**src/rtl/gstsnd_pkg.sv**
```systemverilog
// gstsnd_pkg: register map, control-bit positions and sequencer states shared
// by the STE DMA-sound frame sequencer and its address counter.
package gstsnd_pkg;

  localparam logic [5:0] SND_CTRL    = 6'h00;
  localparam logic [5:0] SND_START_H = 6'h01;
  localparam logic [5:0] SND_START_M = 6'h02;
  localparam logic [5:0] SND_START_L = 6'h03;
  localparam logic [5:0] SND_CNT_H   = 6'h04;
  localparam logic [5:0] SND_CNT_M   = 6'h05;
  localparam logic [5:0] SND_CNT_L   = 6'h06;
  localparam logic [5:0] SND_END_H   = 6'h07;
  localparam logic [5:0] SND_END_M   = 6'h08;
  localparam logic [5:0] SND_END_L   = 6'h09;

  localparam int CTRL_EN   = 0;
  localparam int CTRL_LOOP = 1;

  typedef enum logic [1:0] {IDLE, WAIT, LOAD, END_CHK} snd_state_e;

  // Byte lane of a 24-bit byte address: 0=hi, 1=mid, 2=lo.
  function automatic logic [7:0] addr_byte(input logic [23:0] v, input logic [1:0] lane);
    logic [7:0] r;
    case (lane)
      2'd0:    r = v[23:16];
      2'd1:    r = v[15:8];
      default: r = v[7:0];
    endcase
    return r;
  endfunction

endpackage

```
**src/rtl/gstsnd_addr_cnt.sv**
```systemverilog
// gstsnd_addr_cnt: sound fetch word-address counter with its frame-end latch.
// Load takes start and end together; eq_o flags counter == latched end.
module gstsnd_addr_cnt
  import gstsnd_pkg::*;
#(
  parameter int ADDR_W = 23
) (
  input  logic              clk,
  input  logic              rst,
  input  logic              load_i,
  input  logic [ADDR_W-1:0] start_i,
  input  logic [ADDR_W-1:0] end_i,
  input  logic              inc_i,
  output logic [ADDR_W-1:0] cnt_o,
  output logic              eq_o
);

  logic [ADDR_W-1:0] cnt_q, cnt_d;
  logic [ADDR_W-1:0] fend_q, fend_d;

  // A reload outranks an increment landing on the same edge.
  always_comb begin
    cnt_d  = cnt_q;
    fend_d = fend_q;
    if (load_i) begin
      cnt_d  = start_i;
      fend_d = end_i;
    end else if (inc_i) begin
      cnt_d = cnt_q + ADDR_W'(1);
    end
  end

  always_ff @(posedge clk or posedge rst) begin
    if (rst) begin
      cnt_q  <= '0;
      fend_q <= '0;
    end else begin
      cnt_q  <= cnt_d;
      fend_q <= fend_d;
    end
  end

  assign cnt_o = cnt_q;
  assign eq_o  = (cnt_q == fend_q);

endmodule

```
**src/rtl/gstsnd_dma_ctrl.sv**
```systemverilog
// gstsnd_dma_ctrl: STE DMA-sound frame sequencer. Holds the FF8900-FF8913 registers,
// answers SREQ in granted bus slots with SLOAD_N strobes and signals frame end on SINT.
module gstsnd_dma_ctrl
  import gstsnd_pkg::*;
#(
  parameter int LOAD_CYC = 4,
  parameter int ADDR_W   = 23
) (
  input  logic              clk32,
  input  logic              res,
  input  logic              CS,
  input  logic [5:0]        A,
  input  logic [7:0]        DIN,
  input  logic              RW,
  output logic [7:0]        DOUT,
  input  logic              SREQ,
  input  logic              SLOT,
  output logic [ADDR_W-1:0] SADDR,
  output logic              SLOAD_N,
  output logic              SACTIVE,
  output logic              SINT
);

  localparam int              LC_W    = (LOAD_CYC > 2) ? $clog2(LOAD_CYC) : 1;
  localparam logic [LC_W-1:0] LC_LAST = LC_W'(LOAD_CYC - 1);

  snd_state_e      state_q, state_d;
  logic [LC_W-1:0] load_cnt_q, load_cnt_d;
  logic            enable_q, enable_d;
  logic            loop_q, loop_d;
  logic [23:0]     start_q, start_d;
  logic [23:0]     end_q, end_d;
  logic            zero_q, zero_d;
  logic            sint_q, sint_d;

  logic              wr, wr_ctrl, en_rise;
  logic              cnt_load, cnt_inc, cnt_eq;
  logic              reload, end_clear;
  logic [ADDR_W-1:0] start_w, end_w;
  logic [23:0]       cnt_byte;

  assign wr       = CS & ~RW;
  assign wr_ctrl  = wr && (A == SND_CTRL);
  assign en_rise  = wr_ctrl & DIN[CTRL_EN] & ~enable_q;
  assign start_w  = start_q[ADDR_W:1];
  assign end_w    = end_q[ADDR_W:1];
  assign cnt_load = en_rise | reload;
  // An empty or inverted frame is remembered for one cycle and retired as a lone SINT.
  assign zero_d   = en_rise && (start_w >= end_w);

  gstsnd_addr_cnt #(
    .ADDR_W(ADDR_W)
  ) u_addr_cnt (
    .clk    (clk32),
    .rst    (res),
    .load_i (cnt_load),
    .start_i(start_w),
    .end_i  (end_w),
    .inc_i  (cnt_inc),
    .cnt_o  (SADDR),
    .eq_o   (cnt_eq)
  );

  // CPU register writes; a ctrl write overrides the sequencer clearing enable.
  always_comb begin
    start_d  = start_q;
    end_d    = end_q;
    loop_d   = loop_q;
    enable_d = enable_q;
    if (end_clear) begin
      enable_d = 1'b0;
    end
    if (wr) begin
      case (A)
        SND_CTRL: begin
          enable_d = DIN[CTRL_EN];
          loop_d   = DIN[CTRL_LOOP];
        end
        SND_START_H: start_d[23:16] = DIN;
        SND_START_M: start_d[15:8]  = DIN;
        SND_START_L: start_d[7:0]   = {DIN[7:1], 1'b0};
        SND_END_H:   end_d[23:16]   = DIN;
        SND_END_M:   end_d[15:8]    = DIN;
        SND_END_L:   end_d[7:0]     = DIN;
        default: ;
      endcase
    end
  end

  always_comb begin
    state_d    = state_q;
    load_cnt_d = load_cnt_q;
    cnt_inc    = 1'b0;
    reload     = 1'b0;
    end_clear  = 1'b0;
    sint_d     = 1'b0;
    unique case (state_q)
      IDLE: begin
        if (enable_q && SREQ && !cnt_eq && !zero_q) begin
          state_d = WAIT;
        end
      end
      WAIT: begin
        if (!enable_q || !SREQ) begin
          state_d = IDLE;
        end else if (SLOT) begin
          state_d    = LOAD;
          load_cnt_d = '0;
        end
      end
      LOAD: begin
        // The strobe always runs its full width, even if enable drops meanwhile.
        if (load_cnt_q == LC_LAST) begin
          cnt_inc = 1'b1;
          state_d = END_CHK;
        end else begin
          load_cnt_d = load_cnt_q + LC_W'(1);
        end
      end
      END_CHK: begin
        state_d = IDLE;
        if (enable_q && cnt_eq) begin
          sint_d = 1'b1;
          if (loop_q) begin
            reload = 1'b1;
          end else begin
            end_clear = 1'b1;
          end
        end
      end
      default: state_d = IDLE;
    endcase
    if (zero_q) begin
      sint_d    = 1'b1;
      end_clear = 1'b1;
    end
  end

  always_ff @(posedge clk32 or posedge res) begin
    if (res) begin
      state_q    <= IDLE;
      load_cnt_q <= '0;
      enable_q   <= 1'b0;
      loop_q     <= 1'b0;
      start_q    <= '0;
      end_q      <= '0;
      zero_q     <= 1'b0;
      sint_q     <= 1'b0;
    end else begin
      state_q    <= state_d;
      load_cnt_q <= load_cnt_d;
      enable_q   <= enable_d;
      loop_q     <= loop_d;
      start_q    <= start_d;
      end_q      <= end_d;
      zero_q     <= zero_d;
      sint_q     <= sint_d;
    end
  end

  // Decoded straight from the state register so an async reset releases the strobe at once.
  assign SLOAD_N = (state_q != LOAD);
  assign SACTIVE = enable_q;
  assign SINT    = sint_q;

  always_comb begin
    cnt_byte             = '0;
    cnt_byte[ADDR_W:1]   = SADDR;
    DOUT                 = '0;
    if (CS) begin
      case (A)
        SND_CTRL:    DOUT = {6'b0, loop_q, enable_q};
        SND_START_H: DOUT = addr_byte(start_q, 2'd0);
        SND_START_M: DOUT = addr_byte(start_q, 2'd1);
        SND_START_L: DOUT = addr_byte(start_q, 2'd2);
        SND_CNT_H:   DOUT = addr_byte(cnt_byte, 2'd0);
        SND_CNT_M:   DOUT = addr_byte(cnt_byte, 2'd1);
        SND_CNT_L:   DOUT = addr_byte(cnt_byte, 2'd2);
        SND_END_H:   DOUT = addr_byte(end_q, 2'd0);
        SND_END_M:   DOUT = addr_byte(end_q, 2'd1);
        SND_END_L:   DOUT = addr_byte(end_q, 2'd2);
        default:     DOUT = '0;
      endcase
    end
  end

endmodule

```
**config.mk**
```make
export PLATFORM = sky130hd
export DESIGN_NAME = gstsnd_dma_ctrl
export DESIGN_NICKNAME = d
export VERILOG_FILES = /design/src/rtl/gstsnd_pkg.sv /design/src/rtl/gstsnd_addr_cnt.sv /design/src/rtl/gstsnd_dma_ctrl.sv
export SDC_FILE = /design/constraint.sdc
export NUM_CORES = 1
export LEC_CHECK = 0
export ABC_AREA = 1
export BUFFER_PORTS_ARGS = -buffer_cell sky130_fd_sc_hd__buf_2
export CAP_MARGIN = 20
export CORE_MARGIN = 4
export CORE_UTILIZATION = 65
export DETAILED_ROUTE_END_ITERATION = 6
export PLACE_DENSITY = 0.85
export SETUP_SLACK_MARGIN = 0.2
export SYNTH_ARGS = -nofsm -noshare
export SYNTH_HDL_FRONTEND = slang
export SYNTH_SLANG_ARGS = --single-unit
```
**constraint.sdc**
```tcl
create_clock -name clk32 -period 8.5 [get_ports clk32]
set_input_delay 0.85 -clock clk32 [delete_from_list [all_inputs] [get_ports clk32]]
set_output_delay 0.85 -clock clk32 [all_outputs]
set_load 0.005 [all_outputs]
```
==> metrics.md <==
| Metric | Value |
|---|---|
| Status | `finished clean` |
| Synth Area in Adders | `a little under 5%` |
| Detailed Route WL | `a little under 20000 um` |
| Die Ht | `107.7 um` |
| DRT antenna net count | `0` |
| Remaining Overflow, GRT | `0` |
| Fraction of layout cells with a size suffix above 1 | `12.03%` |
| Worst-path cell chain | `buf_2 > nor2_2 > nand2_1 > inv_1 > nand2_1 > nor2_2 > inv_1 > o21ai_0 > nor2_1 > a31oi_1 > buf_2` |
| CTS resizes | `0` |
| Sequential fraction of the synthesis area | `roughly two fifths` |
| Synthesis Warnings | `0` |
| Total GRT Usage | `34.80%` |
| Via count | `6436` |
| Site row count | `36` |
| Vias in the first global route | `5738` |
| Fin. max-slew vios | `0` |
| Req. time, crit path | `7.65 ns` |
| Setup TNS | `0 ns` |
| Die Area | `between 10000 and 15000 sq um` |
| Peak supply drop | `123.0 uV` |
| Clk_lat worst skew | `0.39 ns` |
| Setup bufs post-CTS | `0` |
| Initial Util | `66.35%` |
| Yosys cell types | `43` |
| Worst min path class | `in -> async` |
| CTS Root Cell | `clkbuf_8` |
| DRC Markers | `0` |
| Critical path buffers and inverters | `4` |
| CP max stage delay | `0.32 ns` |
| P_leak | `3.360 nW` |
| Pwr Density | `approximately 160 nW/um^2` |
| Commonest non-fill, non-tap cells in the layout | `nand2_1 (259), dfrtp_1 (101), inv_1 (98), nor2_1 (69), nand3_1 (65)` |
| Final period utilization | `38.95%` |
| Pin count of the biggest net entering global routing | `64` |
| Post-synthesis simple-gate area fraction | `33.07%` |
| CP endpoint kind | `output port` |
| Cell family with most CP delay | `simple AND/OR/NAND/NOR gates` |
| Commonest non-fill, non-tap cell in the layout | `nand2_1` |
| Final-report hold violation count | `0` |
| Arrival @ worst endpoint | `around 2.5 ns` |
| Avg Inst Size Synth | `7.269 sq um` |
| Worst Max-Slew Pin Slew | `slightly above 0.8 ns` |
| Width of the die | `107.7 um` |
| Final setup viols | `0` |
| Crit-path slowest cell | `nor2_2` |
| Clock tree buffer depth | `2` |
| Clock Pin Slew Worst Setup and Hold Paths | `about 0.09 ns` |
| Antenna violations before repair | `0` |
| Worst-path maximum fanout | `7` |
| Largest family of logic cells by synthesized area | `simple AND/OR/NAND/NOR gates` |
| Setup Skew | `0.009630 ns` |
| Total power | `between 1 and 1.5 mW` |
| IO Count | `54` |
| Post-synthesis cell area | `roughly 6500 sq um` |
| Post-synthesis mux area share | `0%` |
| Seq cells post-synth | `101` |
| H-tree depth | `3` |
| RSZ-0062 raised after global routing | `false` |
| Vias/cell | `between 6 and 7` |
| RD Place Congestion | `1.059` |
| Synth Area in XOR/XNOR | `2.442%` |
| Diode count | `0` |
| First-pass GRT wire length | `30690 um` |
| Compound-gate portion of the synthesized area | `approximately 11%` |
| TritonCTS clock tree | `done` |
| Number of max-cap violations | `0` |
| Port-buffer cells | `53` |
| TritonCTS Sinks | `between 100 and 150` |
| Initial detailed-routing violation count | `866` |
| Num CTS Buffers | `9` |
| Core Area | `9729 sq um` |
| Synth Net Count | `between 900 and 1000` |
| Startpoint types | `primary input` |
| Fin crit period | `approximately 3.3 ns` |
| Max Clock Freq | `0.3021 GHz` |
| Filler Cell Count | `just under 900` |
| Syn Inst Count | `just under 900` |
| Crit path kind | `in -> out` |
| CTS hold repair buffers | `0` |
| Fin util | `slightly above 70%` |
| Area delta synth->final | `6.765%` |
| Per-cell routed wire length | `18.57 um` |
| Slew headroom | `between 40% and 50%` |
| Detailed Place HPWL | `14440 um` |
| Drt first pass iters | `5` |
| Nets | `971` |
==> synthesized netlist by cell type (all sizes together) <==
library cell  instances  area share, %
nand2               268             16
inv                 109            6.3
dfrtp               101             39
nor2                 75            4.7
nand3                73            6.3
o21ai                68            5.3
nand4                37            3.8
a21oi                33            2.6
ha                   25            4.8
nor3                 20            1.9
buf                  19            2.6
o22ai                14            1.4
xor2                 13            1.8
clkbuf               10           0.60
a31oi                 5           0.48
xnor2                 5           0.68
nand3b                2           0.23
o221ai                2           0.27
a211oi                1           0.12
a21o                  1           0.12
a221oi                1           0.14
a22o                  1           0.14
a31o                  1           0.14
nor4                  1          0.097
o211ai                1           0.12
o21a                  1           0.12
o31ai                 1           0.12
==> sequential cells by signal (all words and copies together) (netlist names), named ones only <==
name               flops
loop_q                 1
end_q                 24
state_q                1
start_q               23
SINT                   1
u_addr_cnt.cnt_o      23
zero_q                 1
SACTIVE                1
load_cnt_q             2
u_addr_cnt.fend_q     23
==> final cells by class <==
type / count / area [sq um] / area share (%)
multi-input combinational: 649 / 3314 / 48.09
sequential: 101 / 2527 / 36.67
inverter: 109 / 411.6 / 5.973
timing repair buffer: 56 / 287.8 / 4.176
tap: 133 / 166.4 / 2.415
clock buffer: 11 / 151.4 / 2.197
clock inverter: 5 / 32.53 / 0.4720
==> worst register-to-register path, stage by stage, from the launching register on <==
cell	delay, ns
dfrtp_1	0.52
inv_2	0.17
nand2_1	0.07
nand2_1	0.07
nand2_1	0.06
nor2_1	0.10
nand2_1	0.12
nor2_4	0.17
nand4_4	0.64
nand2_4	0.84
nand2_1	0.19
o21ai_0	0.14
==> power breakdown <==
part           switching [mW]  total [mW]  internal [mW]  leakage, nW
sequential             0.0555       0.572          0.516         1.37
combinational           0.154       0.243         0.0882         1.89
clock                   0.176       0.299          0.123       0.0995
total                   0.386        1.11          0.727         3.36
==> routing by layer <==
layer | GRT usage [%] | part of all wire [%] | up-vias
li1 | - | - | 2992
met1 | 47.84 | 40 | 3027
met2 | 55.64 | 46 | 368
met3 | 6.479 | 11 | 49
met4 | 11.63 | 2.9 | 0
met5 | 0 | 0 | -
==> per-stage QoR <==
stage,hold WS [ns],cells,area [sq um],setup slack [ns]
finish,0.4833,1064,6892,5.189
global route,0.5189,1064,6892,4.967
CTS,0.5020,1064,6892,5.221
detailed placement,0.4856,1048,6708,5.225
global placement,0.4765,1048,6708,5.307
floorplan,0.4530,888,6455,5.003
==> cells by family after synthesis <==
group | Yosys count
AO/OA/AOI/OAI | 130
buffers and inverters | 138
adder cells (fa/ha/maj) | 25
XOR/XNOR | 18
flip-flops | 101
AND/OR/NAND/NOR | 476
==> final timing paths <==
path,depth (start not counted),slack (ns),end,start
max reg2reg,11,5.31,u_addr_cnt.fend_q[8],u_addr_cnt.cnt_o[0]
max in group asynchronous,3,6.81,start_q[23],res
min reg2reg,2,0.51,start_q[1],start_q[1]
min,2,0.48,u_addr_cnt.cnt_o[5],res
min in group clk32,2,0.51,start_q[1],start_q[1]
max,11,5.19,DOUT[3],A[5]
Power figures use the tool's default switching activity.
